<file path="src/rtl/stepper_move_sequencer.sv">
// stepper_move_sequencer: queued step/dir motion controller behind a local-bus register window
module stepper_move_sequencer #(
    parameter int PERIOD_W   = 16,
    parameter int STEPS_W    = 24,
    parameter int FIFO_DEPTH = 4,
    parameter int DIR_SETUP  = 4
) (
    input  logic        LClk,
    input  logic        rst,
    input  logic        wr_en,
    input  logic [2:0]  wr_addr,
    input  logic [31:0] wr_data,
    input  logic [2:0]  rd_addr,
    output logic [31:0] rd_data,
    output logic        st_clk,
    output logic        st_dir,
    output logic        st_enb,
    output logic        busy,
    output logic        irq
);
    localparam int AW = $clog2(FIFO_DEPTH);
    localparam int EW = 1 + STEPS_W + PERIOD_W;
    localparam logic [AW:0] DEPTH_C = FIFO_DEPTH[AW:0];
    typedef enum logic [2:0] {IDLE, LOAD, SETUP, HIGH, LOW, HOLD} state_t;
    state_t state;
    logic [EW-1:0] mem [FIFO_DEPTH];
    logic [EW-1:0] cmd;
    logic [AW-1:0] wp, rp;
    logic [AW:0] cnt;
    logic [PERIOD_W-1:0] period_reg, hp, tmr;
    logic [STEPS_W-1:0] remaining;
    logic enable, done, ovf, aborted;
    logic empty, full, push, pop, push_ok, abort, eoc, tmr_last, done_set;
    logic clr_done, clr_err, unused_wr;
    logic [31:0] status;
    assign st_enb = enable;
    assign irq = done;
    assign busy = state != IDLE;
    assign unused_wr = ^wr_data;
    assign empty = cnt == '0;
    assign full = cnt == DEPTH_C;
    assign abort = wr_en && wr_addr == 3'd2 && wr_data[1];
    assign clr_done = wr_en && wr_addr == 3'd2 && wr_data[2];
    assign clr_err = wr_en && wr_addr == 3'd2 && wr_data[3];
    assign push = wr_en && wr_addr == 3'd1;
    assign tmr_last = tmr == PERIOD_W'(1);
    // end of command: a zero-step command in LOAD, or the last LOW cycle of the final step
    assign eoc = (state == LOAD && cmd[PERIOD_W +: STEPS_W] == '0) ||
                 (state == LOW && tmr_last && remaining == STEPS_W'(1));
    assign pop = !abort && enable && !empty && (state == IDLE || eoc);
    assign push_ok = push && !abort && (!full || pop);
    assign done_set = !abort && eoc && !pop && empty;
    always_comb begin
        status = '0;
        status[5:0] = {aborted, ovf, done, full, empty, busy};
        status[10:8] = 3'(cnt);
    end
    always_ff @(posedge LClk)
        if (push_ok) mem[wp] <= {wr_data[31], wr_data[STEPS_W-1:0], period_reg};
    always_ff @(posedge LClk) begin
        if (!rst) begin
            state <= IDLE;
            cmd <= '0;
            wp <= '0;
            rp <= '0;
            cnt <= '0;
            period_reg <= PERIOD_W'(1);
            hp <= PERIOD_W'(1);
            tmr <= '0;
            remaining <= '0;
            enable <= 1'b0;
            done <= 1'b0;
            ovf <= 1'b0;
            aborted <= 1'b0;
            st_clk <= 1'b0;
            st_dir <= 1'b0;
            rd_data <= '0;
        end else begin
            rd_data <= rd_addr == 3'd0 ? 32'(period_reg) :
                       rd_addr == 3'd3 ? status :
                       rd_addr == 3'd4 ? 32'(remaining) : '0;
            if (wr_en && wr_addr == 3'd0)
                period_reg <= wr_data[PERIOD_W-1:0] == '0 ? PERIOD_W'(1) : wr_data[PERIOD_W-1:0];
            if (wr_en && wr_addr == 3'd2) enable <= wr_data[0];
            done <= done_set || (done && !clr_done);
            ovf <= (push && !abort && full && !pop) || (ovf && !clr_err);
            aborted <= abort || (aborted && !clr_err);
            if (abort) begin
                wp <= '0;
                rp <= '0;
                cnt <= '0;
            end else begin
                if (push_ok) wp <= wp + 1'b1;
                if (pop) begin
                    cmd <= mem[rp];
                    rp <= rp + 1'b1;
                end
                cnt <= cnt + {{AW{1'b0}}, push_ok} - {{AW{1'b0}}, pop};
            end
            if (abort) begin
                state <= IDLE;
                st_clk <= 1'b0;
                remaining <= '0;
            end else begin
                case (state)
                    IDLE: if (pop) state <= LOAD;
                    LOAD: begin
                        st_dir <= cmd[EW-1];
                        hp <= cmd[PERIOD_W-1:0];
                        remaining <= cmd[PERIOD_W +: STEPS_W];
                        tmr <= PERIOD_W'(DIR_SETUP);
                        state <= eoc ? (pop ? LOAD : IDLE) : SETUP;
                    end
                    SETUP: begin
                        tmr <= tmr_last ? hp : tmr - 1'b1;
                        if (tmr_last) begin
                            state <= HIGH;
                            st_clk <= 1'b1;
                        end
                    end
                    HIGH: begin
                        tmr <= tmr_last ? hp : tmr - 1'b1;
                        if (tmr_last) begin
                            state <= LOW;
                            st_clk <= 1'b0;
                        end
                    end
                    LOW: begin
                        tmr <= tmr_last ? hp : tmr - 1'b1;
                        if (tmr_last) begin
                            remaining <= remaining - 1'b1;
                            st_clk <= !eoc && enable;
                            state <= eoc ? (pop ? LOAD : IDLE) : (enable ? HIGH : HOLD);
                        end
                    end
                    HOLD: if (enable) begin
                        state <= HIGH;
                        st_clk <= 1'b1;
                        tmr <= hp;
                    end
                    default: state <= IDLE;
                endcase
            end
        end
    end
endmodule

</file>
<file path="config.mk">
export PLATFORM = sky130hd
export DESIGN_NAME = stepper_move_sequencer
export DESIGN_NICKNAME = d
export VERILOG_FILES = /design/src/rtl/stepper_move_sequencer.sv
export SDC_FILE = /design/constraint.sdc
export NUM_CORES = 1
export LEC_CHECK = 0
export BUFFER_PORTS_ARGS = -buffer_cell sky130_fd_sc_hd__buf_4
export CAP_MARGIN = 25
export CORE_AREA = 5 5 170 156
export CTS_CLUSTER_DIAMETER = 40
export DETAILED_ROUTE_END_ITERATION = 8
export DIE_AREA = 0 0 175 161
export PLACE_DENSITY_LB_ADDON = 0.15
export SYNTH_ARGS = -nofsm -noshare
export SYNTH_HDL_FRONTEND = slang
export SYNTH_SLANG_ARGS = --single-unit
</file>
<file path="constraint.sdc">
create_clock -name LClk -period 4.5 [get_ports LClk]
set_clock_uncertainty 0.2 [all_clocks]
set_input_delay 0.225 -clock LClk [delete_from_list [all_inputs] [get_ports LClk]]
set_output_delay 0.225 -clock LClk [all_outputs]
set_load 0.05 [all_outputs]
</file>
Yosys cells after proc, flatten, opt, wreduce, memory -nomap -nowiden
Memory sizes are Yosys's and may differ from the RTL's. A register that Yosys moved wholly into a read port is not among the register bits.
Cells that the tools add are included.
Operators by class
  $add $sub $neg: 6
  equal/unequal tests: 17
  multiplexer cells: 26
  bitwise gates (word level): 3
  reduce and logical (&&, ||, !) cells: 57
Operator list (number)
  $mux 16: 6
  $pmux 16 s3: 1
  $pmux 24 s2: 1
  $eq 24x1->1 const B: 1
  $logic_not 24->1: 1
  $mux 24: 1
  $mux 3: 8
  $sub 24x1->24 const B: 1
  $logic_and 1x1->1: 23
  $pmux 3 s6: 1
  $eq 16x1->1 const B: 1
  $logic_not 16->1: 1
  $sub 16x1->16 const B: 1
  $eq 3x2->1 const B: 4
  $eq 3x3->1 const B: 4
  $logic_not 3->1: 4
  $ne 2x2->1 const B: 5
  $reduce_and 5->1: 2
  $logic_not 1->1: 8
  $mux 1: 7
  $eq 3x1->1 const B: 2
  $logic_or 1x1->1: 6
  $reduce_and 2->1: 3
  $reduce_bool 3->1: 2
  other kinds (11): 15
Storage, ports and cells
  register bits after elaboration: 120
  RAM bits: 164
  input port bits: 41
  output and inout port bits: 37
  logic and storage cells: 127
  memories kept: 1
Memory list
  mem: words 4, bits a word 41, read ports 1, clocked after memory_dff 1, write ports 1, line 26  | logic [EW-1:0] mem [FIFO_DEPTH];

Depth between registers and ports, before layout
  depth in word-level cells: 11
  depth in mapped cells: 14
  gate-level depth less buffers: 13

Worst setup path before layout
OpenSTA, ideal clock, no wires.
  kind: flip-flop to flip-flop
  start: register tmr[4]
  end: memory mem[0][0] (netlist bit), enable pin
  library setup time: 402 ps
  data arrival time: 2689 ps
  required time: 3898 ps
  setup slack: 1208 ps
  stages on the path, launching flop included: 7
  buffers on the path: 1
  period minus slack after synthesis: 3292 ps
  path through: dfxtp_1 -> buf_6 -> nor4_4 -> nand4_2 -> nor4_4 -> o211a_2 -> and2_1
On the way
  word-level cells in the longest chain between the ends: 10
Ends and longest elaborated chain
  from (decl): line 30  | logic [PERIOD_W-1:0] period_reg, hp, tmr;
  from (signal assigned): line 111  | tmr <= PERIOD_W'(DIR_SETUP);
  from (signal assigned): line 115  | tmr <= tmr_last ? hp : tmr - 1'b1;
  from (signal assigned): line 122  | tmr <= tmr_last ? hp : tmr - 1'b1;
  $eq 16x1->1: line 46  | assign tmr_last = tmr == PERIOD_W'(1);
  $logic_and 1x1->1 (2 in a row): line 49  | (state == LOW && tmr_last && remaining == STEPS_W'(1));
  $logic_or 1x1->1: line 48  | assign eoc = (state == LOAD && cmd[PERIOD_W +: STEPS_W] == '0) ||
  $logic_or 1x1->1: line 50  | assign pop = !abort && enable && !empty && (state == IDLE || eoc);
  $logic_and 1x1->1: line 50
  $logic_or 1x1->1: line 51  | assign push_ok = push && !abort && (!full || pop);
  $logic_and 1x1->1: line 51
  $mux 1: line 59  | if (push_ok) mem[wp] <= {wr_data[31], wr_data[STEPS_W-1:0], period_reg};
  $mux 1 (implied by the code): line 59
  to (decl): line 26
Every way passes these cells.

Final worst setup path
  start: register tmr[4]
  end: register cnt[2]
On the way
  word-level cells in the longest chain between the ends: 10
Ends and longest elaborated chain
  $eq 16x1->1 *: line 46
  $logic_and 1x1->1 * (2 in a row): line 49
  $logic_or 1x1->1 *: line 48
  $logic_or 1x1->1 *: line 50
  $logic_and 1x1->1 *: line 50
  $logic_or 1x1->1: line 51
  $logic_and 1x1->1: line 51
  $add 3x1->3: line 98  | cnt <= cnt + {{AW{1'b0}}, push_ok} - {{AW{1'b0}}, pop};
  $sub 3x1->3 *: line 98
  to (signal assigned): line 98
  to (decl): line 29  | logic [AW:0] cnt;
Every way passes the cells marked *; elsewhere a longest branch is shown, timed or not.
A chain may end at the register's enable or synchronous reset.

==> results.yml <==
status:
  status: "complete, no violations"
floorplan:
  fp-row-count: 55
  die_area_um2: 28200
  start_util_pct: 54.0
  die_w_um: 175
  pin_count: 78
  core_um2: 24600
  die_h_um: 161
cells_and_area:
  top_regs: "mem x164, cmd x41"
  drive_above_1_share_pct: 17.0
  nNetsFinal: 1286
  stdcell_count: 1580
  area_delta_synth_final_pct: 17.9
  largest_reg_flops: 164
  n_antenna_cell: 0
  largest_register: "mem"
logic_synthesis:
  synth-seq-area-share_pct: 60.1
  synth_cell_types: 74
  ys_warn_count: 0
  synth_edf_count: 164
  syn_area_um2: 13300
  synth_top_area_cell: "edfxtp_1"
  synth_common_cells: "nand2_1, edfxtp_1, dfxtp_1"
  ys.flop_type: "edfxtp_1"
  synthArstFlopShare_pct: 0
  synth_seq_cells: 317
  yosysMostFrequentCell: "nand2_1"
  avgSynthCellArea_um2: 11.5
  yosysTopAreaCellShare_pct: 37.0
  syn_inst: 1161
  synth_area_leaders: "edfxtp_1, dfxtp_1, mux4_2"
clock_tree:
  post_cts_buffers: 0
  ctsHoldBuffers: 27
  cts_buffer_depth: 3
  htreeDepth: 2
  cts_sinks: 317
  tritoncts: "done"
  path_clk_slew_ps: 60
  cts_root_buf: "clkbuf_16"
  cts_buffers: 41
  ctsResizeCount: 0
  insertion_delay_ps: 520
pwr:
  switching_share_pct: 29.2
  power.leakage_nw: 5.39
  switchingPower_w: 0.00227
  p_comb_share_pct: 17.4
  vdd_drop_max_mv: 0.381
  clockPowerShare_pct: 41.3
  power.density_nw_per_um2: 497
  p_int_w: 0.00552
  seqPwrFrac_pct: 41.3
setup_path:
  cp-start-kind: "flip-flop"
  cp_slowest_stage_delay_ps: 580
  cp_slowest_cell: "nor4_4"
  path_class: "reg2reg"
  reg2reg_slack_ps: 1040
  r2r_cells: 11
  path_delay_family: "simple AND/OR/NAND/NOR gates"
  cp_num_buf_inv: 2
  worstPathRequired_ps: 4690
  path_max_fanout: 10
  r2r_start: "tmr[4]$_SDFFE_PN0P_"
  r2r-end: "cnt[2]$_SDFF_PP0_"
  worstPathCellList: "nor4_4 -> nand4_2 -> nor4_4 -> o211a_2 -> inv_1 -> ha_1 -> inv_1 -> ha_1 -> fa_1 -> xnor2_1 -> nor2_1"
  cp.arrival_ps: 3650
  worstSetupEndpointType: "flip-flop"
  path_depth: 11
timing:
  relSlewSlack_pct: 35.4
  setup_viol: 0
  worst_slew_pin_slew_ps: 965
  max_freq_mhz: 289
  post-route-period-util_pct: 76.8
  setup_tns_ps: 0
  hold_viol_final: 0
  slew_violations: 0
  rsz0062_at_grt: "no"
  post-route-min-period_ps: 3460
place:
  place_inst: 1477
  port_buffers: 62
  hpwl_mm: 20.9
  gp_congestion: 0.861
drt:
  drc: 0
  dr.pass1.iters: 6
  routed_via_density: 5.94
  wl_per_cell_um: 20.1
  vias: 9379
  wl_mm: 31.8
  first_iter_violations: 975
  postRouteAntennaNets: 0
global_route:
  grt_start_max_net_pins: 85
  overflow: 0
  grt_usage_pct: 22.5
  antenna_found_initial: 0
  grt_pass1_wl_mm: 50.3
  grt_pass1_vias: 8840
job:
  maxCapViolations: 0
min_path:
  hold_depth: 4
  hold_path_class: "in2reg"
  min_to: "ovf$_SDFF_PN0_"
  hp-start: "wr_addr[1]"
-- layout make-up --
class | instances | area (µm²)
fill | 1895 | 8960
multi-input combinational | 747 | 4920
sequential | 317 | 7990
clock buffer | 53 | 1160
timing repair buffer | 108 | 916
inverter | 19 | 71.3
clock inverter | 23 | 224
tap | 313 | 392
-- metrics by stage --
step	power (W)	area (µm²)	util, %	hold WS [ps]	setup slack (ps)
global route	0.00812	15700	63.6	57.3	821
global placement	0.00458	14000	56.9	228	1090
finish	0.00779	15700	63.6	24.5	1040
detailed placement	0.00459	14000	56.9	231	1070
CTS	0.00783	15700	63.6	11.4	1060
floorplan	0.00425	13300	-	124	1210
-- tightest hold or removal path, stage by stage --
cell and delay, ps:
buf_4 100, nor3b_1 100, a32oi_1 200, nor2b_1 70
-- per-layer routing --
layer / part of all wire [%] / vias to the layer above / wire [µm] / track usage, %
met1: 47 / 4529 / 14900 / 34.8
met2: 44 / 369 / 14000 / 33.7
met4: 1.8 / 0 / 586 / 5.18
met3: 7.2 / 55 / 2280 / 3.98
li1: - / 4426 / - / -
met5: 0 / - / 0 / 0
-- worst max-delay path by stage --
stage,start,end,slack [ps]
after detailed placement,tmr[4]$_SDFFE_PN0P_,cnt[2]$_SDFF_PP0_,1070
after CTS,tmr[4]$_SDFFE_PN0P_,cnt[2]$_SDFF_PP0_,1060
after floorplan,tmr[4]$_SDFFE_PN0P_,mem[0][0]$_DFFE_PP_,1210
after global placement,tmr[4]$_SDFFE_PN0P_,cnt[2]$_SDFF_PP0_,1090
after global routing,tmr[4]$_SDFFE_PN0P_,cnt[2]$_SDFF_PP0_,820
final,tmr[4]$_SDFFE_PN0P_,cnt[2]$_SDFF_PP0_,1040
-- layout by cell type (no fill, tap or decap), types with 9 or more instances in the layout --
cell | synthesis | routed
a22oi_1 | 18 | 18
and2_1 | 20 | 16
mux2i_1 | 9 | 9
inv_1 | 17 | 17
nor4_1 | 18 | 18
and3_1 | 12 | 12
o21ai_1 | 43 | 42
dfxtp_1 | 153 | 151
mux4_2 | 41 | 41
nand2_1 | 187 | 187
nand3_1 | 56 | 56
a21oi_1 | 38 | 38
o31ai_1 | 10 | 10
dlygate4sd3_1 | 0 | 27
clkbuf_16 | 0 | 43
a21boi_0 | 32 | 32
buf_4 | 8 | 78
edfxtp_1 | 164 | 164
ha_1 | 10 | 10
nor2_1 | 50 | 50
o21ai_0 | 56 | 56
nor3_1 | 26 | 25
-- power by group through the flow --
stage / combinational [W] / clock, W / sequential (W)
2_1_floorplan: 0.00100 / 0 / 0.00324
3_3_place_gp: 0.00131 / 0 / 0.00327
3_5_place_dp: 0.00131 / 0 / 0.00327
4_1_cts: 0.00134 / 0.00328 / 0.00321
5_1_grt: 0.00148 / 0.00341 / 0.00323
6_report: 0.00135 / 0.00322 / 0.00322
-- kinds of logic (layout without fill, tap and decap cells) --
| family | count (synthesis) | count (layout) | synth area share, % |
|---|---|---|---|
| AO/OA/AOI/OAI | 253 | 253 | 12.0 |
| XOR/XNOR | 11 | 11 | 0.724 |
| adder cells (fa/ha/maj) | 11 | 11 | 1.09 |
| buffers and inverters | 104 | 203 | 3.31 |
| flip-flops | 317 | 317 | 60.1 |
| multiplexers | 51 | 51 | 7.70 |
| other | 1 | 8 | 0.0282 |
| AND/OR/NAND/NOR | 413 | 413 | 15.1 |
Power figures use the tool's default switching activity.
